## src/rtl/sata_fis_capture_if.sv

```systemverilog
// Frame-in / captured-FIS-out bundle for sata_fis_capture.
// The master modport belongs to the frame source and consumer; the slave modport belongs to the capture block.
interface sata_fis_capture_if #(
  parameter int unsigned FIS_LEN = 5
);
  logic [31:0]           i_dat;
  logic                  i_val;
  logic                  i_eop;
  logic                  i_err;
  logic                  i_rdy;
  logic [FIS_LEN*32-1:0] o_fis;
  logic [7:0]            o_len;
  logic                  o_badcrc;
  logic                  o_short;
  logic                  o_long;
  logic                  o_val;
  logic                  o_ovf;

  modport master (
    output i_dat, i_val, i_eop, i_err, i_rdy,
    input  o_fis, o_len, o_badcrc, o_short, o_long, o_val, o_ovf
  );

  modport slave (
    input  i_dat, i_val, i_eop, i_err, i_rdy,
    output o_fis, o_len, o_badcrc, o_short, o_long, o_val, o_ovf
  );
endinterface

```

## src/rtl/sata_fis_capture.sv

```systemverilog
// Captures a word-serial SATA FIS into an accumulator and hands completed frames,
// with length and CRC/size flags, to a double-buffered output register set.
module sata_fis_capture #(
  parameter int unsigned FIS_LEN   = 5,
  parameter int unsigned MIN_LEN   = 1,
  parameter int unsigned ZERO_FILL = 1
) (
  input  logic              clk,
  input  logic              reset,
  sata_fis_capture_if.slave bus
);
  localparam int unsigned WORD_W  = 32;
  localparam int unsigned FIS_W   = FIS_LEN * WORD_W;
  localparam logic [7:0]  FIS_LEN8 = 8'(FIS_LEN);
  localparam logic [7:0]  MIN_LEN8 = 8'(MIN_LEN);
  localparam logic [7:0]  CNT_MAX  = 8'hFF;

  logic [7:0]        cnt;
  logic [WORD_W-1:0] acc [FIS_LEN];
  logic [FIS_W-1:0]  fis_q;
  logic [7:0]        len_q;
  logic              badcrc_q;
  logic              short_q;
  logic              long_q;
  logic              val_q;
  logic              ovf_q;

  logic [WORD_W-1:0] acc_nxt [FIS_LEN];
  logic [FIS_W-1:0]  fis_nxt;
  logic [7:0]        len_nxt;
  logic              complete_c;
  logic              take_c;
  logic              drop_c;

  // Next accumulator contents including the current beat, so a completing
  // beat is visible in the frame handed to the output registers.
  always_comb begin
    for (int k = 0; k < int'(FIS_LEN); k++) begin
      acc_nxt[k] = acc[k];
    end
    if (bus.i_val) begin
      if ((ZERO_FILL != 0) && (cnt == 8'd0)) begin
        for (int k = 0; k < int'(FIS_LEN); k++) begin
          acc_nxt[k] = '0;
        end
      end
      for (int k = 0; k < int'(FIS_LEN); k++) begin
        if (cnt == 8'(k)) begin
          acc_nxt[k] = bus.i_dat;
        end
      end
    end
    fis_nxt = '0;
    for (int k = 0; k < int'(FIS_LEN); k++) begin
      fis_nxt[k*WORD_W +: WORD_W] = acc_nxt[k];
    end
  end

  always_comb begin
    len_nxt    = (cnt == CNT_MAX) ? CNT_MAX : (cnt + 8'd1);
    complete_c = bus.i_val & bus.i_eop;
    // A pending frame frees its slot in the same cycle it is consumed.
    take_c     = complete_c & (~val_q | bus.i_rdy);
    drop_c     = complete_c & val_q & ~bus.i_rdy;
  end

  // Word index counter and accumulator.
  always_ff @(posedge clk or posedge reset) begin
    if (reset) begin
      cnt <= 8'd0;
      for (int k = 0; k < int'(FIS_LEN); k++) begin
        acc[k] <= '0;
      end
    end else if (bus.i_val) begin
      cnt <= bus.i_eop ? 8'd0 : len_nxt;
      for (int k = 0; k < int'(FIS_LEN); k++) begin
        acc[k] <= acc_nxt[k];
      end
    end
  end

  // Output frame registers and handshake.
  always_ff @(posedge clk or posedge reset) begin
    if (reset) begin
      fis_q    <= '0;
      len_q    <= 8'd0;
      badcrc_q <= 1'b0;
      short_q  <= 1'b0;
      long_q   <= 1'b0;
      val_q    <= 1'b0;
      ovf_q    <= 1'b0;
    end else begin
      ovf_q <= drop_c;
      if (take_c) begin
        fis_q    <= fis_nxt;
        len_q    <= len_nxt;
        badcrc_q <= bus.i_err;
        short_q  <= (len_nxt < MIN_LEN8);
        long_q   <= (len_nxt > FIS_LEN8);
        val_q    <= 1'b1;
      end else if (val_q && bus.i_rdy) begin
        val_q <= 1'b0;
      end
    end
  end

  assign bus.o_fis    = fis_q;
  assign bus.o_len    = len_q;
  assign bus.o_badcrc = badcrc_q;
  assign bus.o_short  = short_q;
  assign bus.o_long   = long_q;
  assign bus.o_val    = val_q;
  assign bus.o_ovf    = ovf_q;
endmodule

```

## src/flat_wrapper.sv

```systemverilog
// flat-port wrapper written by rule: the top's interface ports become plain ports
module sata_fis_capture_flat 
#(
  parameter int unsigned FIS_LEN   = 5,
  parameter int unsigned MIN_LEN   = 1,
  parameter int unsigned ZERO_FILL = 1
)
  (clk, reset, bus_i_dat, bus_i_val, bus_i_eop, bus_i_err, bus_i_rdy, bus_o_fis, bus_o_len, bus_o_badcrc, bus_o_short, bus_o_long, bus_o_val, bus_o_ovf);
  sata_fis_capture_if #(.FIS_LEN(FIS_LEN)) bus_i ();
  input  logic clk;
  input  logic reset;
  input wire logic [$bits(bus_i.i_dat)-1:0] bus_i_dat;
  input wire logic [$bits(bus_i.i_val)-1:0] bus_i_val;
  input wire logic [$bits(bus_i.i_eop)-1:0] bus_i_eop;
  input wire logic [$bits(bus_i.i_err)-1:0] bus_i_err;
  input wire logic [$bits(bus_i.i_rdy)-1:0] bus_i_rdy;
  output wire logic [$bits(bus_i.o_fis)-1:0] bus_o_fis;
  output wire logic [$bits(bus_i.o_len)-1:0] bus_o_len;
  output wire logic [$bits(bus_i.o_badcrc)-1:0] bus_o_badcrc;
  output wire logic [$bits(bus_i.o_short)-1:0] bus_o_short;
  output wire logic [$bits(bus_i.o_long)-1:0] bus_o_long;
  output wire logic [$bits(bus_i.o_val)-1:0] bus_o_val;
  output wire logic [$bits(bus_i.o_ovf)-1:0] bus_o_ovf;
  assign bus_i.i_dat = bus_i_dat;
  assign bus_i.i_val = bus_i_val;
  assign bus_i.i_eop = bus_i_eop;
  assign bus_i.i_err = bus_i_err;
  assign bus_i.i_rdy = bus_i_rdy;
  assign bus_o_fis = bus_i.o_fis;
  assign bus_o_len = bus_i.o_len;
  assign bus_o_badcrc = bus_i.o_badcrc;
  assign bus_o_short = bus_i.o_short;
  assign bus_o_long = bus_i.o_long;
  assign bus_o_val = bus_i.o_val;
  assign bus_o_ovf = bus_i.o_ovf;
  sata_fis_capture #(.FIS_LEN(FIS_LEN), .MIN_LEN(MIN_LEN), .ZERO_FILL(ZERO_FILL)) u_core (.clk(clk), .reset(reset), .bus(bus_i));
endmodule
```

## config.mk

```make
export PLATFORM = sky130hd
export DESIGN_NAME = sata_fis_capture_flat
export DESIGN_NICKNAME = d
export VERILOG_FILES = /design/src/rtl/sata_fis_capture_if.sv /design/src/rtl/sata_fis_capture.sv /design/src/flat_wrapper.sv
export SDC_FILE = /design/constraint.sdc
export NUM_CORES = 1
export LEC_CHECK = 0
export CAP_MARGIN = 20
export CORE_MARGIN = 2
export CORE_UTILIZATION = 45
export CTS_BUF_LIST = sky130_fd_sc_hd__clkbuf_16
export DETAILED_ROUTE_END_ITERATION = 10
export DONT_BUFFER_PORTS = 1
export HOLD_SLACK_MARGIN = 0.15
export PLACE_DENSITY_LB_ADDON = 0.15
export SLEW_MARGIN = 20
export SYNTH_ARGS = -nofsm -noshare
export SYNTH_HDL_FRONTEND = slang
export SYNTH_SLANG_ARGS = --single-unit
```

## constraint.sdc

```tcl
create_clock -name clk -period 18.5 [get_ports clk]
set_clock_uncertainty 0.2 [all_clocks]
set_input_delay 5.55 -clock clk [delete_from_list [all_inputs] [get_ports clk]]
set_output_delay 5.55 -clock clk [all_outputs]
set_load 0.05 [all_outputs]
```

==> run summary <==
status - complete, no violations
area growth from synthesis to layout - 11.1%
met1 usage - 27.6%
Sequential Power Share - 57.3%
Cells after Synth - 1130
delay-heaviest family, CP - buffers and inverters
global-route wire length before repair - 48900 um
Rows - 62
pin count of the biggest net entering global routing - 158
Synth Register Bits - 341
HP Class - flop to flop
Slew @ Worst Pin - 0.949 ns
setup TNS - 0 ns
die area - 0.0308 mm2
Avg Cell Area, Syn - 11.7 um2
Psw - 0.832 mW
sequential area share after synthesis - 64.4%
CP max-delay cell - buf_4
Die Ht - 176 um
CTS tree - built
initial antenna violation count - 0
top-count cell post-synth - dfrtp_1
CTS root buffer - clkbuf_16
post_cts resized - 0
clock tree buffer depth - 3
worst r2r src - u_core.cnt[0]$_DFFE_PP0P_
Synth area leader - dfrtp_1
placed wire-length estimate - 18400 um
LEAKAGE - 7.70 nW
Final Hold Fails - 0
RSZ-0062 raised after global routing - no
n_diodes - 0
Final min period - 7.38 ns
Net Count, Synth - 1172
synth warn - 0
routability cong. - 0.746
Top FF cell, synth - dfrtp_1
H-tree Lvls - 2
vias in the first global route - 8159
clock latency on the worst-skew pair - 0.51 ns
PortBufs - 0
fin nets - 1141
DRT iter0 DRCs - 578
DRT Pass-1 Iters - 4
Initial Util - 45.9%
Hold Path End - u_core.acc[65]$_DFFE_PP0P_
ratio of cells with drive above 1 in the final layout - 11.9%
Most Crowded Layer GR - met2
worst-path maximum fanout - 111
CP Buf/Inv Count - 1
met2 Usage GRT - 30.6%
DR vias/cell - 5.38
period utilization - 39.9%
Core Region - 0.0289 mm2
internal power - 1.44 mW
Post-Route WL - 30500 um
Clk pwr share - 30.2%
Max-Cap Viols - 0
Synth top area share - 64.4%
total track usage - 20.1%
worst stage delay on the critical path - 0.83 ns
hold-fix buffers at CTS - 0
max_slew headroom - 36.7%
Sink Count - 341
Synth top cells by count - dfrtp_1 (341), nand2_1 (177), inv_1 (134)
startpoint types - input pin
via count - 8087
fin cells - 1502
FFs w/ async S/R, synth - 100%
Worst EP required - 18.65 ns
DR WL/cell - 20.3 um
sw frac - 36.6%
Yosys cell types - 36
Crit. End Element - flop
Hold Path Cell Cnt - 2
synth top area cells - dfrtp_1 (64%), mux2_4 (6.8%), a32oi_1 (6.3%)
I/O Pins - 211
PwrDens - 154 mW/mm2
CTS Buf Count - 38
gr ovfl total - 0
WS Path Type - input pin to flop
Logic pwr share - 12.5%
worst reg-to-reg path cell count - 7
reg2reg end - u_core.bus.o_fis[11]$_DFFE_PP0P_
stages on the worst setup path - 4
hold path startpoint - u_core.acc[65]$_DFFE_PP0P_
Final setup violation count - 0
count of antenna-violating nets left after detailed routing - 0
Post-synth EDFFs - 0
max-slew violation count - 0
Clock Pin Slew Worst Setup and Hold Paths - 0.06 ns
Worst VDD drop - 0.0899 mV
fmax - 0.135 GHz
DRC errors left - 0
crit-path cells - nand2b_1 > nand3_4 > buf_4 > o21ai_0
Arr. time, crit path - 7.53 ns
Mapped Area - 0.0132 mm2
Post-CTS Setup Inserts - 0
global routing usage on met3 - 7.45%
internal reg-to-reg setup slack - 15.10 ns
Die Wd - 176 um
Post-Place Cells - 1442
[routing by layer]
layer	part of all wire, %	vias to the layer above
met1	44	4051
met3	9.1	34
met4	1.5	0
li1	-	3794
met5	0	-
met2	45	208
[worst register-to-register path, cell delays in order (launching register included)]
cell and delay [ns]:
dfrtp_1 0.47, inv_1 0.18, ha_1 0.43, nand2_1 0.08
or4_2 0.85, buf_4 0.40, mux2_4 0.40, mux2_4 0.26
[cells by family after synthesis]
family,Yosys count,synth area share (%)
AOI/OAI and AO/OA,285,14.7
xor gates and xnor gates,4,0.265
adders and majority gates,4,0.378
buffers and inverters,217,6.41
DFF,341,64.4
muxes,65,7.22
and+or+nand+nor,214,6.57
[sequential cells by signal (all words and copies together), names as in the netlist]
name / flops
u_core.bus.o_badcrc: 1
u_core.bus.o_val: 1
u_core.cnt: 8
u_core.bus.o_long: 1
u_core.bus.o_len: 8
u_core.acc: 160
u_core.bus.o_short: 1
u_core.bus.o_ovf: 1
u_core.bus.o_fis: 160
[final cells by class]
class,instances,area (um2)
timing repair buffer,12,143
clock inverter,20,138
multi-input combinational,572,3940
fill,2605,14100
inverter,134,510
tap,384,480
sequential,341,8530
clock buffer,39,976
[placed cells by master, fill, tap and decap left out, types with 2 or more instances in the layout]
cell,count
and3_2,3
a31oi_1,3
nand4_1,5
clkbuf_16,39
a32oi_1,96
nor2_1,9
bufinv_16,2
a21oi_1,6
clkinv_1,4
nand3_1,4
o21ai_0,133
dfrtp_1,341
nand2b_1,3
a2bb2oi_1,33
buf_4,9
o21bai_1,3
o22ai_1,5
inv_1,142
ha_1,4
mux2_4,60
clkinv_2,4
o2111ai_4,3
nand2_1,177
mux2_2,4
xnor2_1,3
buf_16,2
and3_1,4
[metrics by stage]
stage / utilization [%] / hold WS [ns] / total power, mW / setup WS, ns / cell area (um2)
floorplan: - / 0.233 / 1.52 / 3.30 / 13200
global placement: 47.0 / 0.245 / 1.59 / 10.61 / 13600
detailed placement: 47.1 / 0.250 / 1.60 / 10.57 / 13600
CTS: 50.9 / 0.264 / 2.30 / 11.14 / 14700
global route: 51.0 / 0.272 / 2.38 / 10.88 / 14700
finish: 51.0 / 0.260 / 2.27 / 11.12 / 14700
[worst max-delay path by stage]
stage / start / end / slack, ns
after detailed placement: bus_i_rdy / u_core.bus.o_fis[78]$_DFFE_PP0P_ / 10.57
after floorplan: reset / u_core.acc[0]$_DFFE_PP0P_ / 3.30
after CTS: bus_i_rdy / u_core.bus.o_fis[57]$_DFFE_PP0P_ / 11.14
final: bus_i_rdy / u_core.bus.o_fis[57]$_DFFE_PP0P_ / 11.12
after global placement: bus_i_rdy / u_core.bus.o_fis[77]$_DFFE_PP0P_ / 10.61
after global routing: bus_i_rdy / u_core.bus.o_fis[57]$_DFFE_PP0P_ / 10.88
[power groups by stage]
stage	combinational (mW)	sequential [mW]	clock (mW)
6_report	0.283	1.30	0.686
5_1_grt	0.320	1.32	0.738
4_1_cts	0.286	1.31	0.706
3_5_place_dp	0.286	1.32	0
3_3_place_gp	0.273	1.32	0
2_1_floorplan	0.236	1.28	0
Power figures use the tool's default switching activity.
